### config.mk
export PLATFORM = sky130hd
export DESIGN_NAME = i2c_poll_sched_flat
export DESIGN_NICKNAME = d
export VERILOG_FILES = /design/src/rtl/i2c_poll_sched_if.sv /design/src/rtl/i2c_poll_sched.sv /design/src/flat_wrapper.sv
export SDC_FILE = /design/constraint.sdc
export NUM_CORES = 1
export LEC_CHECK = 0
export ABC_AREA = 1
export BUFFER_PORTS_ARGS = -buffer_cell sky130_fd_sc_hd__buf_4
export CAP_MARGIN = 15
export CORE_MARGIN = 4
export CORE_UTILIZATION = 40
export DETAILED_ROUTE_END_ITERATION = 8
export GPL_TIMING_DRIVEN = 0
export REMOVE_ABC_BUFFERS = 1
export SKIP_CTS_REPAIR_TIMING = 1
export SYNTH_ARGS = -nofsm -noshare
export SYNTH_HDL_FRONTEND = slang
export SYNTH_SLANG_ARGS = --single-unit
### constraint.sdc
create_clock -name PT_CK -period 6 [get_ports PT_CK]
set_input_delay 1.2 -clock PT_CK [delete_from_list [all_inputs] [get_ports PT_CK]]
set_output_delay 1.2 -clock PT_CK [all_outputs]
set_load 0.1 [all_outputs]
### src/rtl/i2c_poll_sched_if.sv
// i2c_poll_sched_if: handshake bundle between the poll scheduler and the
// autofan I2C read engine (level GO / END_OK protocol).
interface i2c_poll_sched_if;
    logic        I2C_GO;
    logic        I2C_RST;
    logic [7:0]  I2C_ADDR;
    logic [7:0]  I2C_BYTE_NUM;
    logic        I2C_END_OK;
    logic        I2C_ACK_OK;
    logic [15:0] I2C_DATA;

    modport master (
        output I2C_GO,
        output I2C_RST,
        output I2C_ADDR,
        output I2C_BYTE_NUM,
        input  I2C_END_OK,
        input  I2C_ACK_OK,
        input  I2C_DATA
    );

    modport slave (
        input  I2C_GO,
        input  I2C_RST,
        input  I2C_ADDR,
        input  I2C_BYTE_NUM,
        output I2C_END_OK,
        output I2C_ACK_OK,
        output I2C_DATA
    );
endinterface

### src/rtl/i2c_poll_sched.sv
// i2c_poll_sched: round-robin sensor poller driving the I2C read engine,
// keeping the last reading per slot plus valid/error status and hang recovery.
module i2c_poll_sched #(
    parameter int NUM_SLOT = 4,
    parameter int POLL_DIV = 50000,
    parameter int DONE_TO  = 4096,
    parameter int START_TO = 8
) (
    input  logic                    PT_CK,
    input  logic                    RESET,
    input  logic [NUM_SLOT-1:0]     SLOT_EN,
    input  logic [8*NUM_SLOT-1:0]   SLOT_ADDR,
    input  logic [8*NUM_SLOT-1:0]   SLOT_BYTES,
    input  logic                    FORCE,
    i2c_poll_sched_if.master        eng,
    output logic [16*NUM_SLOT-1:0]  RESULT,
    output logic [NUM_SLOT-1:0]     VALID,
    output logic [NUM_SLOT-1:0]     ERR,
    output logic                    BUSY,
    output logic                    ROUND_DONE
);

    localparam int IDX_W  = $clog2(NUM_SLOT + 1);
    localparam int TMAX_A = (DONE_TO > START_TO) ? DONE_TO : START_TO;
    localparam int TMAX   = (TMAX_A > 8) ? TMAX_A : 8;
    localparam int TMR_W  = $clog2(TMAX) + 1;
    localparam int CNT_W  = $clog2(POLL_DIV) + 1;
    localparam int RST_CY = 2;
    localparam int PARK_END = 5;

    typedef enum logic [2:0] {
        S_INIT,
        S_WAIT_TICK,
        S_SELECT,
        S_LAUNCH,
        S_WAIT_START,
        S_WAIT_DONE,
        S_STORE,
        S_RECOVER
    } state_t;

    state_t                 state_q, state_d;
    logic [IDX_W-1:0]       idx_q, idx_d;
    logic [TMR_W-1:0]       tmr_q, tmr_d;
    logic [CNT_W-1:0]       cnt_q, cnt_d;
    logic                   ack_q, ack_d;
    logic [7:0]             addr_q, addr_d;
    logic [7:0]             bnum_q, bnum_d;
    logic [16*NUM_SLOT-1:0] result_q, result_d;
    logic [NUM_SLOT-1:0]    valid_q, valid_d;
    logic [NUM_SLOT-1:0]    err_q, err_d;
    logic                   rdone_q, rdone_d;

    logic                   hit;
    logic [IDX_W-1:0]       hit_idx;
    logic [7:0]             hit_addr;
    logic [7:0]             hit_bn;
    logic                   st_we;
    logic                   st_ok;

    // Lowest enabled slot at or above the current index; iterate downward
    // so the lowest match is the last one written.
    always_comb begin
        hit      = 1'b0;
        hit_idx  = '0;
        hit_addr = '0;
        hit_bn   = '0;
        for (int i = NUM_SLOT - 1; i >= 0; i--) begin
            if (SLOT_EN[i] && (IDX_W'(i) >= idx_q)) begin
                hit      = 1'b1;
                hit_idx  = IDX_W'(i);
                hit_addr = SLOT_ADDR[8*i +: 8];
                hit_bn   = SLOT_BYTES[8*i +: 8];
            end
        end
    end

    always_ff @(posedge PT_CK or posedge RESET) begin
        if (RESET) begin
            state_q  <= S_INIT;
            idx_q    <= '0;
            tmr_q    <= '0;
            cnt_q    <= '0;
            ack_q    <= 1'b0;
            addr_q   <= '0;
            bnum_q   <= '0;
            result_q <= '0;
            valid_q  <= '0;
            err_q    <= '0;
            rdone_q  <= 1'b0;
        end else begin
            state_q  <= state_d;
            idx_q    <= idx_d;
            tmr_q    <= tmr_d;
            cnt_q    <= cnt_d;
            ack_q    <= ack_d;
            addr_q   <= addr_d;
            bnum_q   <= bnum_d;
            result_q <= result_d;
            valid_q  <= valid_d;
            err_q    <= err_d;
            rdone_q  <= rdone_d;
        end
    end

    always_comb begin
        state_d  = state_q;
        idx_d    = idx_q;
        tmr_d    = tmr_q + TMR_W'(1);
        cnt_d    = cnt_q;
        ack_d    = ack_q;
        addr_d   = addr_q;
        bnum_d   = bnum_q;
        result_d = result_q;
        valid_d  = valid_q;
        err_d    = err_q;
        rdone_d  = 1'b0;
        st_we    = 1'b0;
        st_ok    = 1'b0;

        // Poll counter free-runs and parks at zero until a round can start.
        if (cnt_q != '0) begin
            cnt_d = cnt_q - CNT_W'(1);
        end

        unique case (state_q)
            S_INIT: begin
                if (tmr_q == TMR_W'(PARK_END)) begin
                    state_d = S_WAIT_TICK;
                    cnt_d   = CNT_W'(POLL_DIV - 1);
                end
            end
            S_WAIT_TICK: begin
                if ((cnt_q == '0) || FORCE) begin
                    state_d = S_SELECT;
                    idx_d   = '0;
                    cnt_d   = CNT_W'(POLL_DIV - 1);
                end
            end
            S_SELECT: begin
                if (hit) begin
                    idx_d   = hit_idx;
                    addr_d  = hit_addr;
                    bnum_d  = hit_bn;
                    state_d = S_LAUNCH;
                end else begin
                    rdone_d = 1'b1;
                    state_d = S_WAIT_TICK;
                end
            end
            S_LAUNCH: begin
                ack_d   = 1'b0;
                state_d = S_WAIT_START;
            end
            S_WAIT_START: begin
                if (!eng.I2C_END_OK) begin
                    state_d = S_WAIT_DONE;
                end else if (tmr_q == TMR_W'(START_TO - 1)) begin
                    st_we   = 1'b1;
                    state_d = S_RECOVER;
                end
            end
            S_WAIT_DONE: begin
                // Engine drops ACK_OK as END_OK rises, so keep it sticky.
                if (eng.I2C_ACK_OK) begin
                    ack_d = 1'b1;
                end
                if (eng.I2C_END_OK) begin
                    state_d = S_STORE;
                end else if (tmr_q == TMR_W'(DONE_TO - 1)) begin
                    st_we   = 1'b1;
                    state_d = S_RECOVER;
                end
            end
            S_STORE: begin
                st_we   = 1'b1;
                st_ok   = ack_q;
                idx_d   = idx_q + IDX_W'(1);
                state_d = S_SELECT;
            end
            S_RECOVER: begin
                if (tmr_q == TMR_W'(PARK_END)) begin
                    idx_d   = idx_q + IDX_W'(1);
                    state_d = S_SELECT;
                end
            end
            default: begin
                state_d = S_INIT;
            end
        endcase

        if (state_d != state_q) begin
            tmr_d = '0;
        end

        for (int k = 0; k < NUM_SLOT; k++) begin
            if (st_we && (idx_q == IDX_W'(k))) begin
                valid_d[k] = st_ok;
                err_d[k]   = ~st_ok;
                if (st_ok) begin
                    result_d[16*k +: 16] = eng.I2C_DATA;
                end
            end
        end
    end

    assign eng.I2C_GO       = (state_q != S_LAUNCH);
    assign eng.I2C_RST      = ((state_q == S_INIT) || (state_q == S_RECOVER))
                              && (tmr_q < TMR_W'(RST_CY));
    assign eng.I2C_ADDR     = addr_q;
    assign eng.I2C_BYTE_NUM = bnum_q;

    assign RESULT     = result_q;
    assign VALID      = valid_q;
    assign ERR        = err_q;
    assign BUSY       = (state_q != S_WAIT_TICK);
    assign ROUND_DONE = rdone_q;

endmodule

### src/flat_wrapper.sv
// flat-port wrapper written by rule: the top's interface ports become plain ports
module i2c_poll_sched_flat 
#(
    parameter int NUM_SLOT = 4,
    parameter int POLL_DIV = 50000,
    parameter int DONE_TO  = 4096,
    parameter int START_TO = 8
)
  (PT_CK, RESET, SLOT_EN, SLOT_ADDR, SLOT_BYTES, FORCE, RESULT, VALID, ERR, BUSY, ROUND_DONE, eng_I2C_GO, eng_I2C_RST, eng_I2C_ADDR, eng_I2C_BYTE_NUM, eng_I2C_END_OK, eng_I2C_ACK_OK, eng_I2C_DATA);
  i2c_poll_sched_if eng_i ();
  input  logic PT_CK;
  input  logic RESET;
  input  logic [NUM_SLOT-1:0] SLOT_EN;
  input  logic [8*NUM_SLOT-1:0] SLOT_ADDR;
  input  logic [8*NUM_SLOT-1:0] SLOT_BYTES;
  input  logic FORCE;
  output logic [16*NUM_SLOT-1:0] RESULT;
  output logic [NUM_SLOT-1:0] VALID;
  output logic [NUM_SLOT-1:0] ERR;
  output logic BUSY;
  output logic ROUND_DONE;
  output wire logic [$bits(eng_i.I2C_GO)-1:0] eng_I2C_GO;
  output wire logic [$bits(eng_i.I2C_RST)-1:0] eng_I2C_RST;
  output wire logic [$bits(eng_i.I2C_ADDR)-1:0] eng_I2C_ADDR;
  output wire logic [$bits(eng_i.I2C_BYTE_NUM)-1:0] eng_I2C_BYTE_NUM;
  input wire logic [$bits(eng_i.I2C_END_OK)-1:0] eng_I2C_END_OK;
  input wire logic [$bits(eng_i.I2C_ACK_OK)-1:0] eng_I2C_ACK_OK;
  input wire logic [$bits(eng_i.I2C_DATA)-1:0] eng_I2C_DATA;
  assign eng_I2C_GO = eng_i.I2C_GO;
  assign eng_I2C_RST = eng_i.I2C_RST;
  assign eng_I2C_ADDR = eng_i.I2C_ADDR;
  assign eng_I2C_BYTE_NUM = eng_i.I2C_BYTE_NUM;
  assign eng_i.I2C_END_OK = eng_I2C_END_OK;
  assign eng_i.I2C_ACK_OK = eng_I2C_ACK_OK;
  assign eng_i.I2C_DATA = eng_I2C_DATA;
  i2c_poll_sched #(.NUM_SLOT(NUM_SLOT), .POLL_DIV(POLL_DIV), .DONE_TO(DONE_TO), .START_TO(START_TO)) u_core (.PT_CK(PT_CK), .RESET(RESET), .SLOT_EN(SLOT_EN), .SLOT_ADDR(SLOT_ADDR), .SLOT_BYTES(SLOT_BYTES), .FORCE(FORCE), .eng(eng_i), .RESULT(RESULT), .VALID(VALID), .ERR(ERR), .BUSY(BUSY), .ROUND_DONE(ROUND_DONE));
endmodule
==> flow_summary.toml <==
[place]
io_buffer_count = 180
place_inst = 1090
post-place-ws_ns = 2.337
gp_congestion = 0.8799
place_hpwl_um = 11780

[floorplan]
start_util_pct = 41.01
fp.dieH_um = 133.3
num_rows = 45
ioPinCount = 181
fp.dieW_um = 133.3
dieArea_sq_mm = 0.01777
coreArea_sq_mm = 0.01531

[synthesis]
synth.area.top_cells = "dfrtp_1 (50%), nand2_1 (11%), o21ai_0 (4.6%), o21ai_2 (3.9%), inv_1 (3.7%)"
yosysUniqueCellTypes = 38
synth_edf_count = 0
synthCells = 725
synth_top_area_share_pct = 50.20
mappedNetlistArea_sq_mm = 0.006281
async_flop_share_pct = 100.0
yosysWarnings = 0
ys.flop_type = "dfrtp_1"
synth-seq-cells = 126
syn_avg_cell_area_sq_um = 8.663
yosysTopAreaCell = "dfrtp_1"
synth-seq-area-share_pct = 50.20

[cells_and_area]
diodes = 0
post_layout_nonfiller_instances = 1123
nFillCells = 1408
layout-drive-gt1-share_pct = 31.58
final_nets = 995
area_growth_pct = 32.33
postLayoutCoreUtil_pct = 54.27

[critical_path]
crit_type = "in2reg"
arrival_ns = 3.54
regToRegStartpoint = "u_core.idx_q[0]"
r2r_setup_slack_ns = 2.84
crit_fanout = 20
start_kind = "primary input"
crit_required_ns = 6.32
rr_worst_depth = 13
crit_path_end_kind = "flop"
r2r_end = "u_core.tmr_q[0]"

[drt]
drtAntennaViolNets = 0
avgViaCountPerCell = 4.842
drc = 0
dr.pass1.iters = 7
drt_wl_total_um = 16350
routed-via-count = 5438
drt_iter0_markers = 334
wl_per_cell_um = 14.56

[clocking]
clkTransAtPathRegs_ns = 0.06
cts_root_buf = "clkbuf_16"
cts_buffer_depth = 2
cts_buffers = 17
htreeDepth = 4
cts.sinks = 126
clk_latency_ns = 0.42
cts_tree = "built"

[run]
drv_cap = 0

[outcome]
outcome = "finished, final reports clean"

[pwr]
clkPwrFrac_pct = 24.6
combPwrFrac_pct = 47.0
power_mw = 4.003
power_switching_mw = 2.015
power.share.switching_pct = 50.32
max-vdd-ir-drop_mv = 0.3122
leakage_nw = 4.203
seqPwrFrac_pct = 28.4
p_per_area_mw_per_mm2 = 481.7
internal_power_mw = 1.989

[sta]
max_freq_mhz = 310.9
tns_ns = 0
rsz0062_at_grt = "false"
fin_skew_ns = 0.005319
final_max_slew_viol_count = 0
hold_viol_final = 0
slew_headroom_pct = 50.49
setup_slack_ns = 2.783
period_needed_ns = 3.217
max_slew.worst_pin.slew_ns = 0.7399
finalCritPeriodShare_pct = 53.62
final-setup-viol-count = 0

[global_routing]
grt_pass1_wl_um = 27030
grt_max_degree = 100
antenna_found_initial = 0
grt-ovfl-total = 0
grt_pass1_vias = 5434
grt_usage_pct = 18.71

[min_path]
hold_path_end = "u_core.eng.I2C_BYTE_NUM[6]"
worstHoldStart = "u_core.eng.I2C_BYTE_NUM[6]"
hp-class = "reg2reg"
whs_path_depth = 2
[how the worst max path moves through the flow]
| stage | startpoint | end | slack (ns) |
|---|---|---|---|
| after global placement | RESET | u_core.RESULT[27] | 0.02 |
| after global routing | u_core.idx_q[0] | u_core.tmr_q[0] | 2.45 |
| after floorplan | RESET | u_core.ERR[0] | 1.44 |
| after CTS | SLOT_EN[0] | u_core.tmr_q[0] | 2.78 |
| after detailed placement | SLOT_EN[0] | u_core.tmr_q[0] | 2.34 |
| final | SLOT_EN[0] | u_core.tmr_q[0] | 2.78 |
[metal layers]
layer  up-vias  track usage, %  share of wire, %
li1       2717               -                 -
met1      2543           23.55                44
met2       156           30.93                48
met3        22           5.211               5.5
met4         0           6.914               2.0
met5         -               0                 0
[logic make-up after synthesis]
family / after synthesis / share of synthesized area, %
simple gates: 338 / 25.18
compound gates: 144 / 13.82
flops: 126 / 50.20
buf+inv: 94 / 7.171
xor+xnor: 16 / 2.231
fa+ha+maj: 7 / 1.394
[state kept, by name (all words and copies together), names as in the netlist, 3 cells and up]
register	count
u_core.ERR	4
u_core.RESULT	64
u_core.VALID	4
u_core.cnt_q	17
u_core.eng.I2C_ADDR	8
u_core.eng.I2C_BYTE_NUM	8
u_core.idx_q	3
u_core.state_q	3
u_core.tmr_q	13
[area by class of cell]
cell class                      instances  area, sq um  area share [%]
Clock buffer                           17        425.4           5.118
Clock inverter                         15        145.1           1.746
Inverter                               67        256.5           3.086
Multi-Input combinational cell        505         2678           32.21
Sequential cell                       126         3153           37.93
Tap cell                              211        264.0           3.176
Timing Repair Buffer                  182         1390           16.72
[cell usage after synthesis, types with 4 or more instances]
| library cell | count |
|---|---|
| inv_1 | 62 |
| nor2_1 | 61 |
| nand2_2 | 6 |
| buf_6 | 10 |
| nor2_2 | 5 |
| clkbuf_1 | 7 |
| o211ai_1 | 5 |
| nor3_1 | 8 |
| o21ai_2 | 28 |
| a21oi_1 | 17 |
| nand3_1 | 40 |
| nand3_2 | 6 |
| dfrtp_1 | 126 |
| xor2_1 | 13 |
| o21ai_1 | 21 |
| ha_1 | 7 |
| nand2_1 | 185 |
| nor2_4 | 7 |
| a31oi_1 | 7 |
| inv_2 | 4 |
| buf_2 | 7 |
| nor3_2 | 11 |
| o21ai_0 | 58 |
[worst max-delay path: stages]
cell and delay, ns:
buf_4 0.08, inv_1 0.03, nor2_1 0.08, nand2_1 0.38, inv_1 0.53, nor2_2 0.11
nor2_4 0.36, nor2_4 0.05, nand3_1 0.11, nand3_2 0.34, nor3_1 0.26
[stage by stage]
stage          instance area, sq um  hold slack [ns]
6_report                       8312           0.4796
5_1_grt                        8312           0.4986
4_1_cts                        8300           0.4818
3_5_place_dp                   7730           0.4687
3_3_place_gp                   7697           0.4646
2_1_floorplan                  6082           0.4542
[layout by cell type, fill, tap and decap left out, drive strengths merged, types with 4 or more instances in the layout]
| master | instances |
|---|---|
| nand4 | 4 |
| xor2 | 13 |
| nor3 | 19 |
| buf | 182 |
| ha | 7 |
| inv | 77 |
| nor2 | 73 |
| nand3 | 47 |
| o211ai | 5 |
| o21ai | 107 |
| nand2 | 194 |
| dfrtp | 126 |
| a31oi | 7 |
| clkbuf | 17 |
| a21oi | 17 |
[power by group through the flow]
stage	clock network [mW]	registers, mW	logic (mW)
global route	1.05	1.16	2.01
global placement	0	1.15	1.86
finish	0.986	1.14	1.88
detailed placement	0	1.15	1.88
CTS	1.01	1.14	1.88
floorplan	0	1.93	0.653
(Power assumes the default switching activity.)
